==> src/rtl/map_090_irq.sv <==
// JY Company IRQ timer: prescaler + counter that count one of four event
// sources up or down, raising a sticky IRQ when the counter wraps.
module map_090_irq #(
    parameter bit          XOR_EN    = 1'b1,
    parameter int unsigned PRE_SHORT = 3
) (
    input  logic       clk,
    input  logic       map_rst,
    input  logic       reg_we,
    input  logic [2:0] reg_addr,
    input  logic [7:0] reg_dat,
    input  logic       ev_m2,
    input  logic       ev_a12,
    input  logic       ev_ppurd,
    input  logic       ev_cpuwr,
    output logic       irq,
    output logic [7:0] pre_out,
    output logic [7:0] cnt_out
);

    typedef enum logic [2:0] {
        REG_EN    = 3'd0,
        REG_MODE  = 3'd1,
        REG_DIS   = 3'd2,
        REG_ENA   = 3'd3,
        REG_PRE   = 3'd4,
        REG_CNT   = 3'd5,
        REG_XOR   = 3'd6,
        REG_NONE  = 3'd7
    } reg_sel_e;

    logic [7:0] pre_q, pre_d;
    logic [7:0] cnt_q, cnt_d;
    logic [7:0] mode_q, mode_d;
    logic [7:0] xr_q, xr_d;
    logic       irq_en_q, irq_en_d;
    logic       irq_q, irq_d;

    reg_sel_e               reg_sel;
    logic                   src_ev;
    logic                   dir_up;
    logic                   dir_dn;
    logic                   step_en;
    logic                   pre_carry;
    logic                   cnt_carry;
    logic                   terminal;
    logic                   irq_clr;
    logic [7:0]             pre_stepped;
    logic [PRE_SHORT-1:0]   short_f;
    logic [PRE_SHORT-1:0]   short_step;

    assign reg_sel = reg_sel_e'(reg_addr);

    // Event selection, prescaler/counter stepping and carry detection
    always_comb begin
        src_ev      = 1'b0;
        dir_up      = (mode_q[7:6] == 2'b01);
        dir_dn      = (mode_q[7:6] == 2'b10);
        short_f     = pre_q[PRE_SHORT-1:0];
        short_step  = dir_up ? short_f + 1'b1 : short_f - 1'b1;
        pre_stepped = pre_q;
        pre_carry   = 1'b0;
        case (mode_q[1:0])
            2'd0:    src_ev = ev_m2;
            2'd1:    src_ev = ev_a12;
            2'd2:    src_ev = ev_ppurd;
            default: src_ev = ev_cpuwr;
        endcase
        // A prescaler write overrides the step entirely, including its carry
        step_en = src_ev && (dir_up || dir_dn) && !(reg_we && reg_sel == REG_PRE);
        if (mode_q[2]) begin
            pre_stepped = {pre_q[7:PRE_SHORT], short_step};
            pre_carry   = dir_up ? (&short_f) : ~(|short_f);
        end else begin
            pre_stepped = dir_up ? pre_q + 8'd1 : pre_q - 8'd1;
            pre_carry   = dir_up ? (&pre_q) : ~(|pre_q);
        end
        // A counter write drops any carry arriving in the same cycle
        cnt_carry = step_en && pre_carry && !(reg_we && reg_sel == REG_CNT);
        terminal  = cnt_carry && (dir_up ? (cnt_q == 8'hFF) : (cnt_q == 8'h00));
    end

    // Next-state for all registers: stepping first, CPU writes override
    always_comb begin
        pre_d    = pre_q;
        cnt_d    = cnt_q;
        mode_d   = mode_q;
        xr_d     = xr_q;
        irq_en_d = irq_en_q;
        irq_d    = irq_q;
        irq_clr  = 1'b0;
        if (step_en) begin
            pre_d = pre_stepped;
        end
        if (cnt_carry) begin
            cnt_d = dir_up ? cnt_q + 8'd1 : cnt_q - 8'd1;
        end
        if (reg_we) begin
            case (reg_sel)
                REG_EN: begin
                    irq_en_d = reg_dat[0];
                    irq_clr  = ~reg_dat[0];
                end
                REG_MODE: mode_d = reg_dat;
                REG_DIS: begin
                    irq_en_d = 1'b0;
                    irq_clr  = 1'b1;
                end
                REG_ENA:  irq_en_d = 1'b1;
                REG_PRE:  pre_d = reg_dat ^ xr_q;
                REG_CNT:  cnt_d = reg_dat ^ xr_q;
                REG_XOR:  xr_d  = XOR_EN ? reg_dat : '0;
                default:  ;
            endcase
        end
        // Terminal sets against the post-write enable; an explicit clear wins
        if (terminal && irq_en_d) begin
            irq_d = 1'b1;
        end
        if (irq_clr) begin
            irq_d = 1'b0;
        end
    end

    // State registers with synchronous reset
    always_ff @(posedge clk) begin
        if (map_rst) begin
            pre_q    <= '0;
            cnt_q    <= '0;
            mode_q   <= '0;
            xr_q     <= '0;
            irq_en_q <= 1'b0;
            irq_q    <= 1'b0;
        end else begin
            pre_q    <= pre_d;
            cnt_q    <= cnt_d;
            mode_q   <= mode_d;
            xr_q     <= xr_d;
            irq_en_q <= irq_en_d;
            irq_q    <= irq_d;
        end
    end

    assign irq     = irq_q;
    assign pre_out = pre_q;
    assign cnt_out = cnt_q;

endmodule
==> config.mk <==
export PLATFORM = sky130hd
export DESIGN_NAME = map_090_irq
export DESIGN_NICKNAME = d
export VERILOG_FILES = /design/src/rtl/map_090_irq.sv
export SDC_FILE = /design/constraint.sdc
export NUM_CORES = 1
export LEC_CHECK = 0
export BUFFER_PORTS_ARGS = -buffer_cell sky130_fd_sc_hd__buf_2
export CAP_MARGIN = 20
export CORE_MARGIN = 2
export CORE_UTILIZATION = 51
export DETAILED_ROUTE_END_ITERATION = 6
export PLACE_DENSITY = 0.85
export SLEW_MARGIN = 10
export SYNTH_ARGS = -nofsm -noshare
export SYNTH_HDL_FRONTEND = slang
export SYNTH_SLANG_ARGS = --single-unit
==> constraint.sdc <==
create_clock -name clk -period 2.6 [get_ports clk]
set_input_delay 0 -clock clk [delete_from_list [all_inputs] [get_ports clk]]
set_output_delay 0 -clock clk [all_outputs]
set_load 0.02 [all_outputs]
==> results.md, run 1 <==
* Worst slew margin at 0.321
* Lkg Pwr at 0.00100 uW
* Status: complete, no violations
* Post-synthesis adder-cell area fraction at 0.103
* Final Setup Violations at 0
* RD Place Congestion at 0.922
* Clock network fraction of design power at 0.321
* Combinational share of power at 0.244
* P_sw at 359 uW
* Initial antenna violation count at 0
* Min setup slack post-route at 0.146 ns
* Area Overhead vs Synth at 17.8%
* PD cells at 483 nW/um^2
* Hold WS at 0.0110 ns
* Chip height at 67.9 um
* Chip width at 67.9 um
* Buf/Inv on CP at 1
* Most frequent cells in the layout: 34 x buf_2, 31 x dfxtp_1, 26 x a21oi_1, 26 x nand2_1, 20 x nor2_1
* Row count at 23
* Share of layout cells above drive strength 1 at 0.191
* DRC Markers at 0
* Clk pin slew, worst setup/hold paths at 0.07 ns
* Initial Util at 0.525
* Vias per Instance at 5.93
* Setup TNS at 0 ns
* CP Data Arrival Time at 2.61 ns
* Largest net degree at the start of global routing at 21
* Input/output buffers at 34
* Most common cell after layout, fill and taps aside: buf_2
* Synthesis-stage register bit count at 31
* CP Cell Sequence: ha_1, clkinvlp_4, ha_1, a211oi_1, o21bai_1, or4b_1, o311ai_1, xor2_1, a21oi_1
* Synth Area in Simple Gates at 0.203
* Largest family of logic cells by synthesized area: compound AO/OA/AOI/OAI gates
* Post-synth EDFFs at 0
* Max VDD drop at 0.342 mV
* Core area at 3970 um^2
* Antenna Nets Post-Route at 0
* Cell Int Power at 828 uW
* Setup crit start kind: register
* Post-synthesis xor/xnor area fraction at 0.0798
* Reg2reg path depth at 9
* Worst-Margin Slew at 1.02 ns
* Skew-Pair Late Insertion Delay at 0.29 ns
* Gr usage total at 0.249
* Clock skew at 0.00732 ns
* Die area at 4610 um^2
* Via count at 2004
* DP Area at 2300 um^2
* Fin crit share at 0.944
* CP dominant cell by count: ha_1
* Fin area at 2460 um^2
* Sequential Power Share at 0.435
* Min Tclk post-route at 2.45 ns
* Sw frac at 0.303
* Clock tree from TritonCTS: yes
* Crit path max-delay cell type: or4b_1
* # IOs at 35
* Detailed Place HPWL at 3.84 mm
* Inserted Diodes at 0
* Synth async-reset ratio at 0
* Synth Net Count at 280
* Nets at 322
* Primary FF master, synth: dfxtp_1
* Post-Syn Instances at 246
* Synth Area in Compound Gates at 0.218
* Syn Area/Cell at 8.47 um^2
* Sequential fraction of the synthesis area at 0.298
* Mapped Area at 2080 um^2
* Largest delay share family, worst path: compound AO/OA/AOI/OAI gates
* Max Slew Vio Count at 0
* Clk sink count at 31
* Max cap viols at 0
* H-tree levels at 2
* First-pass GRT wire length at 8.63 mm
* Router iterations before antenna repair at 4
* Vias in the first global route at 1894
* Distinct cell type count after synthesis at 48
* Fmax at 0.407 GHz
* Unrepaired setup endpoints after global routing: no
* Total Wirelength at 5.07 mm
* Critical Path Stages at 9
* Clk root buf: clkbuf_8
* Num CTS Buffers at 5
* Critical path's largest stage delay at 0.49 ns
* CTS max path bufs at 2
* GRT overflow at 0
* Worst min path class: in -> reg
* Post-synthesis mux area share at 0.0642
* WP data required at 2.75 ns
* Worst slack at placement at 0.178 ns
* Total number of yosys warnings at 0
* Final core occ at 0.618
* DR WL/cell at 15.0 um
* Hold depth at 3
* Count of final hold-check violations at 0
* Initial DRC count at 237
* CP endpoint kind: register
* Worst-path fanout max at 3
* Critical path type: reg -> reg
## flip-flops by register name (all words and copies together) (netlist names)
register	flops
cnt_out	8
irq	1
irq_en_q	1
mode_q	5
pre_out	8
xr_q	8
## metal layers
| metal | global-route usage | share of wire | up-vias |
|---|---|---|---|
| li1 | - | - | 981 |
| met1 | 0.318 | 0.45 | 941 |
| met2 | 0.397 | 0.46 | 68 |
| met3 | 0.0592 | 0.059 | 14 |
| met4 | 0.115 | 0.031 | 0 |
| met5 | 0 | 0 | - |
## timing repair
action / CTS / global route
hold buffers: 7 / 0
hold endpoints to repair: 7 / 0
setup endpoints to repair: 0 / 0
resized for setup: 0 / 0
setup buffers: 0 / 0
## stage by stage
step | cells | power [uW]
2_1_floorplan | 246 | 730
3_3_place_gp | 324 | 797
3_5_place_dp | 324 | 804
4_1_cts | 338 | 1200
5_1_grt | 338 | 1250
6_report | 338 | 1190
## final timing paths
path,start,to,slack [ns]
setup / recovery,mode_q[6],pre_out[7],0.15
setup reg to reg,mode_q[6],pre_out[7],0.15
hold reg to reg,xr_q[0],xr_q[0],0.47
hold / removal,reg_dat[0],xr_q[0],0.01
## power groups by stage
stage / combinational (uW) / sequential (uW) / clock (uW)
6_report: 289 / 517 / 381
3_5_place_dp: 278 / 527 / 0
5_1_grt: 322 / 520 / 411
4_1_cts: 288 / 516 / 391
2_1_floorplan: 194 / 537 / 0
3_3_place_gp: 271 / 526 / 0
## cells by family after synthesis
logic type | count (synthesis)
muxes | 12
buffers and inverters | 16
AOI/OAI and AO/OA | 71
adders and majority gates | 16
and+or+nand+nor | 81
xor gates and xnor gates | 19
DFF | 31
## worst reg2reg max path: stages, from the launching register on
cell	delay (ns)
dfxtp_1	0.34
ha_1	0.22
clkinvlp_4	0.12
ha_1	0.30
a211oi_1	0.33
o21bai_1	0.15
or4b_1	0.49
o311ai_1	0.11
xor2_1	0.18
a21oi_1	0.08
## cell usage after synthesis (4+ instances only)
master     n  area (um^2)
a211oi_1   4         30.0
a21oi_1   26          130
clkbuf_1   5         18.8
dfxtp_1   31          621
ha_1      14          175
inv_1      7         26.3
mux2i_1   10          100
nand2_1   26         97.6
nand3_1    5         25.0
nor2_1    20         75.1
nor2b_1    4         25.0
nor3_1    10         50.1
o21a_1     4         30.0
o21ai_0   10         50.1
o21ai_1    5         25.0
xnor2_1    6         52.6
xor2_1    13          114
## area by class of cell
type | count | area [um^2]
timing repair buffer | 44 | 263
multi-input combinational | 199 | 1390
tap | 50 | 62.6
inverter | 7 | 30.0
fill | 336 | 1520
clock buffer | 6 | 82.6
sequential | 31 | 621
clock inverter | 1 | 5.00
No activity file was read; power rests on OpenSTA's default activity.
==> inputs of run 2 (changes only) <==
--- a/config.mk
+++ b/config.mk
@@ -6,11 +6,11 @@
 export NUM_CORES = 1
 export LEC_CHECK = 0
 export BUFFER_PORTS_ARGS = -buffer_cell sky130_fd_sc_hd__buf_2
-export CAP_MARGIN = 20
+export CAP_MARGIN = 25
 export CORE_MARGIN = 2
-export CORE_UTILIZATION = 51
+export CORE_UTILIZATION = 55
 export DETAILED_ROUTE_END_ITERATION = 6
-export PLACE_DENSITY = 0.85
+export PLACE_DENSITY = 0.87
 export SLEW_MARGIN = 10
 export SYNTH_ARGS = -nofsm -noshare
 export SYNTH_HDL_FRONTEND = slang
==> constraint.sdc (replaced) <==
create_clock -name clk -period 3.1 [get_ports clk]
set_input_delay 0 -clock clk [delete_from_list [all_inputs] [get_ports clk]]
set_output_delay 0 -clock clk [all_outputs]
set_load 0.02 [all_outputs]
==> run 2 against run 1 <==
First-iteration DRC count decreased by 25%. Flip-flop and latch count unchanged. Non-clock buffer count unchanged. Routed wire length increased by 0.85%. Register-to-register slack improved by 0.41 ns. Cell area increased by 1.7%. Sequential share of layout area decreased by 0.42 points. Global-route usage increased by 2.1 points. Maximum frequency decreased by 3.6%. Via count decreased by 1.8%. Clock skew decreased by 0.00088 ns. Critical path type unchanged. Largest cell class unchanged. Highest routed layer unchanged.
==> results.md, run 2 (synthesized netlist as in run 1, its figures left out) <==
* Initial antenna violation count at 0 (unchanged)
* Skew-Pair Late Insertion Delay at 0.30 ns (about the same)
* Antenna Nets Post-Route at 0 (unchanged)
* Setup crit start kind: register
* Worst-path fanout max at 14 (+11)
* Vias per Instance at 5.84 (-1.6%)
* Min-delay src: map_rst
* DR WL/cell at 15.2 um (+1.1%)
* # hold bufs at CTS at 8 (+1)
* CP endpoint kind: register
* Worst setup path start: mode_q[7]
* Gr usage total at 0.271 (+0.0214)
* Router iterations before antenna repair at 4 (unchanged)
* Initial Util at 0.569 (+0.0445)
* Initial DRC count at 178 (-25%)
* Row count at 22 (-4.3%)
* Worst-Margin Slew at 0.835 ns (-0.182 ns)
* Post-CTS Resized at 0 (unchanged)
* First-pass GRT wire length at 8.85 mm (+2.6%)
* Fin crit share at 0.822 (-0.122)
* Final core occ at 0.682 (+0.0637)
* Area Overhead vs Synth at 19.8%
* CTS max path bufs at 2 (unchanged)
* Clock tree from TritonCTS: yes
* Hold WS at 0.0907 ns (+0.0797 ns)
* GRT overflow at 0 (unchanged)
* Total Wirelength at 5.12 mm (+0.85%)
* Critical R2R Launch: mode_q[7]
* Share of layout cells above drive strength 1 at 0.183 (-0.00758)
* Post-CTS setup repair buffer count at 0 (unchanged)
* Inserted Diodes at 0 (unchanged)
* CP Data Arrival Time at 2.77 ns (+0.16 ns)
* H-tree levels at 2 (unchanged)
* Core area at 3660 um^2 (-7.8%)
* # IOs at 35 (unchanged)
* Most common cell after layout, fill and taps aside: buf_2
* Final Non-Filler Cells at 337 (-0.30%)
* Min Tclk post-route at 2.55 ns (+0.0925 ns)
* Fillers at 303 (-9.8%)
* Detailed Place HPWL at 3.77 mm (-1.9%)
* Num CTS Buffers at 5 (unchanged)
* Final Setup Violations at 0 (unchanged)
* Most frequent cells in the layout: 34 x buf_2, 31 x dfxtp_1, 26 x a21oi_1, 26 x nand2_1, 20 x nor2_1
* Max VDD drop at 0.371 mV (+8.6%)
* Vias in the first global route at 1944 (+2.6%)
* Critical path type: reg -> reg
* Clk pin slew, worst setup/hold paths at 0.07 ns (about the same)
* Max cap viols at 0 (unchanged)
* Via count at 1967 (-1.8%)
* Lkg Pwr at 0.00102 uW (+1.7%)
* DRC Markers at 0 (unchanged)
* Status: complete, no violations
* Clock skew at 0.00645 ns (-0.000875 ns)
* Max Slew Vio Count at 0 (unchanged)
* Chip height at 65.6 um (-3.5%)
* Count of final hold-check violations at 0 (unchanged)
* Chip width at 65.6 um (-3.5%)
* Power, Total at 1160 uW (-1.9%)
* Setup TNS at 0 ns (unchanged)
* Die area at 4300 um^2 (-6.9%)
* WP data required at 3.32 ns (+0.57 ns)
* PD cells at 466 nW/um^2 (-3.5%)
* Clk sink count at 31 (unchanged)
* Worst min path class: in -> reg
* Largest net degree at the start of global routing at 21 (unchanged)
* Unrepaired setup endpoints after global routing: no
* Input/output buffers at 34 (unchanged)
* Fmax at 0.393 GHz (-3.6%)
* Nets at 322 (unchanged)
* RD Place Congestion at 0.966 (+4.7%)
* Worst slew margin at 0.442 (+0.122)
* Clk root buf: clkbuf_8
* Placed cell count at 321 (-0.93%)
-- run 2: report_power, final --
group	total, uW	switching, uW	internal (uW)
clock network	490	168	321
registers	433	19.5	413
logic	243	135	107
-- run 2: path summary, 6_finish.rpt --
path                              endpoint  slack, ns  depth (start not counted)
worst max-delay path            cnt_out[7]       0.55                         12
worst min-delay path            pre_out[4]       0.09                          2
worst max register to register  cnt_out[7]       0.55                         12
worst min register to register     xr_q[0]       0.47                          2
-- run 2: metrics by stage --
stage / worst slack [ns] / cell area, um^2
after CTS: 0.587 / 2500
final: 0.553 / 2500
after global placement: 0.685 / 2280
after detailed placement: 0.603 / 2280
after global routing: 0.432 / 2500
after floorplan: 0.473 / 2080
-- run 2: final cells by class --
| cell class | instances | area, um^2 | area share |
|---|---|---|---|
| Multi-Input combinational cell | 199 | 1390 | 0.558 |
| Sequential cell | 31 | 621 | 0.248 |
| Timing Repair Buffer | 44 | 265 | 0.106 |
| Clock buffer | 6 | 72.6 | 0.0291 |
| Clock inverter | 2 | 60.1 | 0.0240 |
| Tap cell | 48 | 60.1 | 0.0240 |
| Inverter | 7 | 26.3 | 0.0105 |
-- run 2: metal layers --
layer,up-vias,track usage,wire length (um)
li1,981,-,-
met1,922,0.333,2230
met2,57,0.463,2550
met3,7,0.0531,256
met4,0,0.109,82
met5,-,0,0
-- run 2: critical path, cell delays in order (launching register included) --
cell and delay, ns:
dfxtp_1 0.33, inv_1 0.05, ha_1 0.16, buf_4 0.17
inv_1 0.10, buf_4 0.22, ha_1 0.30, a21oi_1 0.16
nor2_1 0.06, a311oi_1 0.42, a21oi_1 0.15, xnor2_1 0.16
a211oi_2 0.18
